$ cat src/rtl/ddr_rpath_pkg.sv
// Shared constants, state encoding and helpers for the DDR read data path.
package ddr_rpath_pkg;

    localparam int DQ_WIDTH     = 32;
    localparam int RFIFO_WIDTH  = 2 * DQ_WIDTH;
    localparam int RFIFO_D0_LSB = 0;
    localparam int RFIFO_D1_LSB = DQ_WIDTH;

    typedef enum logic {
        RPATH_IDLE  = 1'b0,
        RPATH_BURST = 1'b1
    } rpath_state_e;

    // Beat index of the final strobe in a burst of the given length.
    function automatic logic [2:0] last_beat(input int burst_beats);
        return 3'(burst_beats - 1);
    endfunction

endpackage

$ cat src/rtl/ddr_rfifo.sv
// Single-clock show-ahead FIFO; the head word is always driven on dout_o (zero while empty).
module ddr_rfifo #(
    parameter int W  = 64,
    parameter int AW = 4
) (
    input  logic          clk,
    input  logic          reset_n,
    input  logic          push_i,
    input  logic          pop_i,
    input  logic [W-1:0]  din_i,
    output logic [W-1:0]  dout_o,
    output logic          full_o,
    output logic          empty_o,
    output logic [AW:0]   level_o
);

    logic [W-1:0] mem_q [2**AW];
    logic [AW:0]  wr_ptr_q, wr_ptr_d;
    logic [AW:0]  rd_ptr_q, rd_ptr_d;
    logic         do_push;
    logic         do_pop;

    assign level_o = wr_ptr_q - rd_ptr_q;
    assign full_o  = level_o[AW];
    assign empty_o = (level_o == '0);

    // A pop frees a slot in the same cycle, so a full FIFO still accepts the push.
    assign do_pop  = pop_i & ~empty_o;
    assign do_push = push_i & (~full_o | do_pop);

    always_comb begin
        wr_ptr_d = wr_ptr_q;
        rd_ptr_d = rd_ptr_q;
        if (do_push) wr_ptr_d = wr_ptr_q + 1'b1;
        if (do_pop)  rd_ptr_d = rd_ptr_q + 1'b1;
    end

    always_ff @(posedge clk or negedge reset_n) begin
        if (!reset_n) begin
            wr_ptr_q <= '0;
            rd_ptr_q <= '0;
        end else begin
            wr_ptr_q <= wr_ptr_d;
            rd_ptr_q <= rd_ptr_d;
        end
    end

    // NOTE: storage has no reset; the pointers alone define what is valid, and dout is masked while empty.
    always_ff @(posedge clk) begin
        if (do_push) mem_q[wr_ptr_q[AW-1:0]] <= din_i;
    end

    assign dout_o = empty_o ? '0 : mem_q[rd_ptr_q[AW-1:0]];

endmodule

$ cat src/rtl/ddr_rpath.sv
// DDR read data path: captures beat pairs on sample, frames bursts, buffers words for Wishbone.
// Define DDR_RPATH_CAPTURE_REG_EN to add one register stage on sample/dq_rise/dq_fall.
module ddr_rpath import ddr_rpath_pkg::*; #(
    parameter int DQ_W        = DQ_WIDTH,
    parameter int FIFO_AW     = 4,
    parameter int BURST_BEATS = 2
) (
    input  logic              clk,
    input  logic              reset_n,
    input  logic              sample,
    input  logic [DQ_W-1:0]   dq_rise,
    input  logic [DQ_W-1:0]   dq_fall,
    output logic [2*DQ_W-1:0] rdata_dout,
    output logic              rdata_valid,
    input  logic              rdata_ack,
    output logic [FIFO_AW:0]  rdata_level,
    output logic              burst_done,
    output logic              overflow,
    output logic              burst_err
);

    localparam logic [2:0] LAST = last_beat(BURST_BEATS);

    logic            sample_s;
    logic [DQ_W-1:0] rise_s;
    logic [DQ_W-1:0] fall_s;

`ifdef DDR_RPATH_CAPTURE_REG_EN
    logic            sample_q;
    logic [DQ_W-1:0] rise_q;
    logic [DQ_W-1:0] fall_q;

    always_ff @(posedge clk or negedge reset_n) begin
        if (!reset_n) begin
            sample_q <= 1'b0;
            rise_q   <= '0;
            fall_q   <= '0;
        end else begin
            sample_q <= sample;
            rise_q   <= dq_rise;
            fall_q   <= dq_fall;
        end
    end

    assign sample_s = sample_q;
    assign rise_s   = rise_q;
    assign fall_s   = fall_q;
`else
    assign sample_s = sample;
    assign rise_s   = dq_rise;
    assign fall_s   = dq_fall;
`endif

    logic fifo_full;
    logic fifo_empty;

    ddr_rfifo #(
        .W  (2 * DQ_W),
        .AW (FIFO_AW)
    ) u_rfifo (
        .clk     (clk),
        .reset_n (reset_n),
        .push_i  (sample_s),
        .pop_i   (rdata_ack),
        .din_i   ({fall_s, rise_s}),
        .dout_o  (rdata_dout),
        .full_o  (fifo_full),
        .empty_o (fifo_empty),
        .level_o (rdata_level)
    );

    assign rdata_valid = ~fifo_empty;

    rpath_state_e state_q;
    logic [2:0]   cnt_q;
    logic         burst_done_q;
    logic         burst_err_q;
    logic         overflow_q;

    // NOTE: all state here is sequential, so every assignment in this block is non-blocking.
    always_ff @(posedge clk or negedge reset_n) begin
        if (!reset_n) begin
            state_q      <= RPATH_IDLE;
            cnt_q        <= '0;
            burst_done_q <= 1'b0;
            burst_err_q  <= 1'b0;
            overflow_q   <= 1'b0;
        end else begin
            burst_done_q <= 1'b0;
            // A full FIFO can only be popped, never empty, so ack alone decides whether a slot frees up.
            if (sample_s && fifo_full && !rdata_ack) overflow_q <= 1'b1;

            case (state_q)
                RPATH_IDLE: begin
                    if (sample_s) begin
                        if (LAST == 3'd0) begin
                            burst_done_q <= 1'b1;
                        end else begin
                            state_q <= RPATH_BURST;
                            cnt_q   <= 3'd1;
                        end
                    end
                end
                RPATH_BURST: begin
                    if (!sample_s) begin
                        burst_err_q <= 1'b1;
                        state_q     <= RPATH_IDLE;
                        cnt_q       <= '0;
                    end else if (cnt_q == LAST) begin
                        burst_done_q <= 1'b1;
                        state_q      <= RPATH_IDLE;
                        cnt_q        <= '0;
                    end else begin
                        cnt_q <= cnt_q + 3'd1;
                    end
                end
                default: begin
                    state_q <= RPATH_IDLE;
                    cnt_q   <= '0;
                end
            endcase
        end
    end

    assign burst_done = burst_done_q;
    assign burst_err  = burst_err_q;
    assign overflow   = overflow_q;

endmodule
$ cat config.mk
export PLATFORM = sky130hd
export DESIGN_NAME = ddr_rpath
export DESIGN_NICKNAME = d
export VERILOG_FILES = /design/src/rtl/ddr_rpath_pkg.sv /design/src/rtl/ddr_rfifo.sv /design/src/rtl/ddr_rpath.sv
export SDC_FILE = /design/constraint.sdc
export NUM_CORES = 1
export LEC_CHECK = 0
export ABC_CLOCK_PERIOD_IN_PS = 8600
export CORE_MARGIN = 2
export CORE_UTILIZATION = 35
export DETAILED_ROUTE_END_ITERATION = 8
export GPL_TIMING_DRIVEN = 0
export SKIP_CTS_REPAIR_TIMING = 1
export SLEW_MARGIN = 25
export SYNTH_ARGS = -nofsm -noshare
export SYNTH_HDL_FRONTEND = slang
export SYNTH_HIERARCHICAL = 1
export SYNTH_SLANG_ARGS = --single-unit
$ cat constraint.sdc
create_clock -name clk -period 8.6 [get_ports clk]
set_input_delay 2.15 -clock clk [delete_from_list [all_inputs] [get_ports clk]]
set_output_delay 2.15 -clock clk [all_outputs]
set_load 0.05 [all_outputs]
; Word-level counts from Yosys, hierarchy flattened
; Memory sizes are Yosys's and may differ from the RTL's.
; Index checks and enable logic that the tools add are counted.
[word_totals]
regBits = 17
mem_bits_rw = 1024
in_bits = 68
out_inout_bits = 73
wordCells = 40
mem_count = 1
[memory_table]
columns = memory, depth, word_bits, rd, rd_ports_with_merged_regs, wr, line
row1 = u_rfifo.mem_q, 16, 64, 1, 0, 1, ddr_rfifo.sv:17  ; logic [W-1:0] mem_q [2**AW];
[classes]
addsub = 4
n_eq_ne = 2
n_mux = 14
bitwise = 7
reduce_logical = 5
[ops]
columns = operator, count
row1 = two-way mux 64 bit, 1
row2 = "adder 5 x 1 -> 5 bit, second input constant", 2
row3 = two-way mux 3 bit, 3
row4 = two-way mux 1 bit, 8
row5 = one-hot mux 3 bit (2 select lines), 1
row6 = zero test 5 bit, 1
row7 = subtractor 5 bit, 1
row8 = inverter 1 bit, 4
row9 = "adder 3 x 1 -> 3 bit, second input constant", 1
row10 = "== test 3 x 1 -> 1 bit, second input constant", 1
row11 = bitwise AND 1 bit, 2
row12 = logical AND 1 bit, 2
row13 = "inequality test 2 bit, second input constant", 1
row14 = one-hot mux 1 bit (2 select lines), 1
row15 = AND reduction 2 bit, 1
row16 = zero test 1 bit, 1
row17 = OR 1 bit, 1

; Logic depth before layout (Yosys ltp)
[logic_depth]
ltp_word = 8
depth_mapped = 12
mapped_depth_nobuf = 10

; Cells and area by module
; Netlist, hierarchy kept.
[by_module_without_submodules]
columns = mod, n_inst, cells_per_inst, area_per_inst_um2
row1 = ddr_rfifo, 1, 1792, 40211.1
row2 = ddr_rpath, 1, 26, 296.5

; Worst setup path after synthesis
; Ideal clock, no wire load.
[synth_timing]
path_kind = input port to flip-flop
start = in rdata_ack
end = mem u_rfifo.mem_q[3][0] (enable)
setup_ps = 666
arrival_ps = 8873
required_ps = 7934
setup_slack_ps = -939
cell_stages = 2
path_buffers = 0
path_cell_list = o21ai_2 nor4b_1
[synth_between]
elab_chain_len = 5
[synth_rtl]
columns = item, line
row1 = "start, declared", ddr_rpath.sv:15  ; input logic rdata_ack,
row2 = bitwise AND 1 bit, ddr_rfifo.sv:28  ; assign do_pop = pop_i & ~empty_o;
row3 = OR 1 bit, ddr_rfifo.sv:29  ; assign do_push = push_i & (~full_o | do_pop);
row4 = bitwise AND 1 bit, ddr_rfifo.sv:29
row5 = two-way mux 1 bit, ddr_rfifo.sv:50  ; if (do_push) mem_q[wr_ptr_q[AW-1:0]] <= din_i;
row6 = two-way mux 1 bit (implied by the code), ddr_rfifo.sv:50
row7 = "end, declared", ddr_rfifo.sv:17
; No other way between the ends.

; Final worst setup path
[layout_timing]
start = reg u_rfifo.rd_ptr_q[3]
end = out rdata_dout[1]
[layout_between]
elab_chain_len = 3
word_cells_on_any_way = 4
cone_classes = add/sub (1) / mux (1) / reduce/logical (1) / memory (1)
[layout_rtl]
columns = item, line
row1 = "start, declared", ddr_rfifo.sv:19  ; logic [AW:0] rd_ptr_q, rd_ptr_d;
row2 = "start signal, assigned", ddr_rfifo.sv:44  ; rd_ptr_q <= rd_ptr_d;
row3 = subtractor 5 bit, ddr_rfifo.sv:23  ; assign level_o = wr_ptr_q - rd_ptr_q;
row4 = zero test 5 bit, ddr_rfifo.sv:25  ; assign empty_o = (level_o == '0);
row5 = two-way mux 64 bit (*), ddr_rfifo.sv:53  ; assign dout_o = empty_o ? '0 : mem_q[rd_ptr_q[AW-1:0]];
row6 = "end, declared", ddr_rpath.sv:13  ; output logic [2*DQ_W-1:0] rdata_dout,
; Mark *: on every way between the ends. The rest lies on a longest branch, timed or not.

==> qor.txt <==
Final Util = 42.3%
number of DRC markers in iteration 0 = 1759
# DRC = 0
slowest CP cell = clkdlybuf4s50_1
wirelength, routed = 96900 um
Netlist Area Pre-Place = 0.0405 mm2
Worst Path Required = 6450 ps
Worst Hold Class = reg -> reg
outcome = finished clean
Inst Count DP = 3617
Via-to-Cell Ratio = 5.17
Post-DP HPWL = 65700 um
CTS Buf Count = 106
Leak = 15.9 nW
core area = 0.115 mm2
P per Cell Area = 369 mW/mm2
Pins Over Slew Limit = 0
drt pass-1 iters = 5
Post-Syn Nets = 1896
Rows = 124
vias post-DR = 19800
Worst-path clk slew = 60 ps
CTS tree = done
drt wl/cell = 25.4 um
commonest non-fill, non-tap cell in the layout = edfxtp_1
Area growth, synth to finish = 19.6%
RSZ-0062 raised after global routing = no
CP Class = reg -> out
Final Hold Fails = 0
chip height = 344 um
count of cell types in the netlist = 46
worst slew pin tran = 1020 ps
Syn Area/Cell = 22.3 um2
max-cap viol count = 0
Fin Setup TNS = 0 ps
ys flop type = edfxtp_1
Clock Skew = 21.8 ps
CP Launch Type = flip-flop
vias in the first global route = 20600
initial antenna violation count = 8
Hold WS = 459 ps
PortBufs = 140
H-tree level count = 3
family with the most delay on the worst path = buffers and inverters
Initial Util = 35.4%
sequential share of the synthesized area = 77.0%
total track usage = 16.5%
Die X = 344 um
Skew-Pair Late Insertion Delay = 680 ps
Post-synth ARST share = 1.63%
largest net degree at the start of global routing = 51
period utilization = 89.9%
Peak supply drop = 0.000230 V
crit path buf inv count = 6
CP cell instances = inv_1, clkbuf_1, clkbuf_1, ha_1, a21oi_1, a21oi_1, or2_1, buf_6, and2_4, buf_6, a211oi_1, clkdlybuf4s50_1
Root Driver = clkbuf_16
Tmin final = 7730 ps
layout cells sized above 1 = 30.1%
Area after DPL = 0.0450 mm2
relative slew slack = 31.7%
# clock sinks = 1041
post-route ant nets = 0
number of synthesized register bits = 1041
FMAX = 129 MHz
Post-synth EDFFs = 1024
I/O pins = 141
Worst EP arrival = 5580 ps
final setup fails = 0
max incr delay on CP = 960 ps
Ys Warns = 6
Synth Instances = 1818
full die area = 0.118 mm2
most frequent cells in the layout = 1024 x edfxtp_1, 256 x mux4_2, 140 x clkdlybuf4s50_1, 135 x nand2_1, 110 x buf_2
total grt overflow = 0
CP endpoint kind = output pin
CTS max path bufs = 3
Total Nets Final = 2292
first-pass GRT wire length = 141000 um
final std cells w/o fill = 3821
gpl congestion = 0.741
post-route cell area = 0.0485 mm2
CP max FO = 10
## per-layer routing
| layer | vias up | part of all wire (%) | GRT usage (%) |
|---|---|---|---|
| met3 | 140 | 6.0 | 3.28 |
| met1 | 10600 | 42 | 21.8 |
| li1 | 8411 | - | - |
| met2 | 605 | 50 | 27.9 |
| met4 | 14 | 1.9 | 4.45 |
| met5 | - | 0.10 | 0 |
## kinds of logic after synthesis
logic type	synth area share, %
compound gates	2.13
xor+xnor	0.256
fa+ha+maj	0.327
buf+inv	1.68
flops	77.0
mux	15.9
simple gates	2.77
## synth_stat cells, types with 4 or more instances
master,instances,share of area [%]
buf_4,18,0.33
a211oi_1,14,0.26
buf_1,4,0.037
clkbuf_1,36,0.33
buf_6,17,0.47
buf_2,29,0.36
a211oi_2,50,1.5
nor4_1,8,0.12
and3_1,66,1.0
ha_1,9,0.28
and2_1,5,0.077
nand2_1,135,1.3
mux2i_1,64,1.6
edfxtp_1,1024,76
dfrtp_1,17,1.1
mux4_2,256,14
inv_1,15,0.14
xnor2_1,7,0.15
a21oi_1,6,0.074
## path summary, 6_finish.rpt
| check | end | slack [ps] | depth (start not counted) | from |
|---|---|---|---|---|
| max | rdata_dout[1] | 870 | 12 | u_rfifo/rd_ptr_q[3]$_DFFE_PN0P_ |
| min | burst_err$_DFFE_PN0P_ | 460 | 1 | burst_err$_DFFE_PN0P_ |
| max reg2reg | u_rfifo/mem_q[4][35]$_DFFE_PP_ | 3200 | 16 | u_rfifo/rd_ptr_q[3]$_DFFE_PN0P_ |
| min reg2reg | burst_err$_DFFE_PN0P_ | 460 | 1 | burst_err$_DFFE_PN0P_ |
| max in group asynchronous | u_rfifo/wr_ptr_q[4]$_DFFE_PN0P_ | 6110 | 1 | reset_n |
| min in group asynchronous | u_rfifo/rd_ptr_q[1]$_DFFE_PN0P_ | 1960 | 1 | reset_n |
## per-stage QoR
stage	power, mW	worst slack [ps]
after global routing	18.6	739
after global placement	13.4	-8600
after floorplan	11.1	-379
after CTS	18.1	791
final	17.9	869
after detailed placement	13.5	1530
## where the power goes
group / leakage, nW / switching [mW] / internal, mW / total, mW
Combinational: 4.80 / 4.44 / 2.73 / 7.17
Clock: 1.70 / 1.89 / 2.67 / 4.57
Sequential: 9.44 / 0.103 / 6.03 / 6.13
Total: 15.9 / 6.43 / 11.4 / 17.9
## final cells by class
type                       count  area [um2]
clock buffer                 132        2800
timing repair buffer         288        2500
antenna                        3        7.51
inverter                      16        65.1
sequential                  1041       31200
tap                         1512        1890
buffer                       104         622
fill                        9819       66000
multi-input combinational    657        8730
clock inverter                68         672
## flip-flops by register name, indices dropped and copies added (netlist names)
name              count
state_q               1
burst_done            1
burst_err             1
u_rfifo/rd_ptr_q      5
overflow              1
cnt_q                 3
u_rfifo/mem_q      1024
u_rfifo/wr_ptr_q      5
No activity file was read; power rests on OpenSTA's default activity.
==> RTL change: new RTL, config.mk and constraints unchanged <==
`FIFO_AW`: 4 -> 5.
--- a/src/rtl/ddr_rpath.sv
+++ b/src/rtl/ddr_rpath.sv
@@ -2,7 +2,7 @@
 // Define DDR_RPATH_CAPTURE_REG_EN to add one register stage on sample/dq_rise/dq_fall.
 module ddr_rpath import ddr_rpath_pkg::*; #(
     parameter int DQ_W        = DQ_WIDTH,
-    parameter int FIFO_AW     = 4,
+    parameter int FIFO_AW     = 5,
     parameter int BURST_BEATS = 2
 ) (
     input  logic              clk,
Ports: changed (resized rdata_level); port bits go from 141 to 142. The function was not compared with the original's and may differ.
==> RTL change against the original RTL <==
Wire length increased by 100%; sequential share of layout area increased by 2.1 points; total power rose by 78%; sequential power increased by 92%; worst setup slack got worse by 0.69 ns; area after synthesis rose by 94%; global-route usage rose by 0.46 points; sequential cell count grew 1026; final area is 92% higher; non-clock buffer count is 49 higher; critical path type unchanged; critical endpoint is now rdata_dout[15]; largest cell class unchanged; highest routed layer unchanged.
==> RTL change: results (changes against the original RTL) <==
Logic synthesis
  • Ranking of synthesized cells by instance count: 2,048 x sky130_fd_sc_hd__edfxtp_1, 640 x sky130_fd_sc_hd__mux4_2, 94 x sky130_fd_sc_hd__clkbuf_1, 65 x sky130_fd_sc_hd__a22o_1, 41 x sky130_fd_sc_hd__buf_2 (was 1,024 x sky130_fd_sc_hd__edfxtp_1, 256 x sky130_fd_sc_hd__mux4_2, 135 x sky130_fd_sc_hd__nand2_1, 66 x sky130_fd_sc_hd__and3_1, 64 x sky130_fd_sc_hd__mux2i_1)
  • Post-synthesis sequential area ratio: 78.9% (was 77.0%)
  • Async set-or-reset flop fraction in the synthesized netlist: 0.919% (was 1.63%)
  • Net Count, Synth: 3,145 (was 1,896)
  • Average footprint of a synthesized cell: 25.6 um2 (was 22.3 um2)
  • Post-synth EDFFs: 2,048 (was 1,024)

Pwr
  • Proportion of power drawn by the clock network: 26.6% (was 25.6%)
  • Leakage component of the power: 28.7 nW (was 15.9 nW)
  • Fraction of power consumed by combinational cells: 36.2% (was 40.1%)

Setup path
  • Reg2reg path depth: 14 (was 16)
  • Reg2reg end: u_rfifo/mem_q[15][41]$_DFFE_PP_ (was u_rfifo/mem_q[4][35]$_DFFE_PP_)
  • Startpoint of the lowest-slack register-to-register path: u_rfifo/rd_ptr_q[1]$_DFFE_PN0P_ (was u_rfifo/rd_ptr_q[3]$_DFFE_PN0P_)
  • Signal arrival time at the worst endpoint: 6.27 ns (was 5.58 ns)
  • FF-to-FF setup slack: 3.05 ns (was 3.20 ns)

Outcome
  • Status: complete, no violations (unchanged)

Global routing
  • GRT Resource Usage Total: 16.9% (was 16.5%)
  • Number of antenna violations at the first check in global routing: 10 (was 8)
  • Via count of the first global-routing pass: 37,200 (was 20,600)

Clock tree
  • Total clock sinks: 2,067 (was 1,041)
  • Clock latency reported for the late side of the worst-skew pair: 0.82 ns (was 0.68 ns)
  • Clock buffer count from CTS: 204 (was 106)
  • H-Tree Depth: 4 (was 3)

Cells and area
  • Antenna diode instance count: 4 (was 3)
  • Multi-input logic portion of the cell area: 17.2% (was 18.0%)
  • Number of non-clock inverters: 11 (was 16)
  • Non-clock buffers, area share: 5.52% (was 6.43%)
  • Area occupied by multi-input gates: 16,100 um2 (was 8730 um2)
  • Number of nets in the layout: 3,631 (was 2,292)
  • ClkCell Share: 6.76% (was 7.17%)

STA
  • Clock period minus worst slack: 8.42 ns (was 7.73 ns)
  • Max Clock Skew: 0.0228 ns (was 0.0218 ns)

Drt
  • Via-to-Cell Ratio: 5.36 (was 5.17)
  • Number of design-rule violations left by the first detailed-router iteration: 3,884 (was 1,759)
  • Vias after detailed routing: 35,900 (was 19,800)
  • Average detailed-routed wire length per instance: 29.0 um (was 25.4 um)

Floorplanning
  • Standard-cell rows: 173 (was 124)

Place
  • Post-Place Cells: 6,321 (was 3,617)
  • Final estimated routing congestion in global placement: 0.750 (was 0.741)
==> RTL change: changes by cell type in the layout (fill, tap and decap cells not counted), moves of 66 or more <==
| cell | change |
|---|---|
| sky130_fd_sc_hd__edfxtp_1 | +1024 |
| sky130_fd_sc_hd__and3_1 | -66 |
| sky130_fd_sc_hd__clkbuf_16 | +100 |
| sky130_fd_sc_hd__nand2_1 | -129 |
| sky130_fd_sc_hd__buf_16 | +72 |
| sky130_fd_sc_hd__mux4_2 | +384 |
==> RTL change: cells by family (layout without fill, tap and decap cells) <==
family,Yosys count,in the layout,synth area share (%)
adders and majority gates,11,11,0.185
DFF,2067,2067,78.9
other,0,4,0
AOI/OAI and AO/OA,92,92,0.965
xor gates and xnor gates,15,15,0.167
muxes,642,642,18.4
buffers and inverters,172,824,0.987
and+or+nand+nor,67,67,0.430
==> RTL change: per-layer routing <==
layer,track usage [%],wire (um),vias up
met3,3.43,12900,252
met4,4.28,4390,4
met5,0,21,-
li1,-,-,14500
met2,28.3,97300,1287
met1,22.7,79500,19900
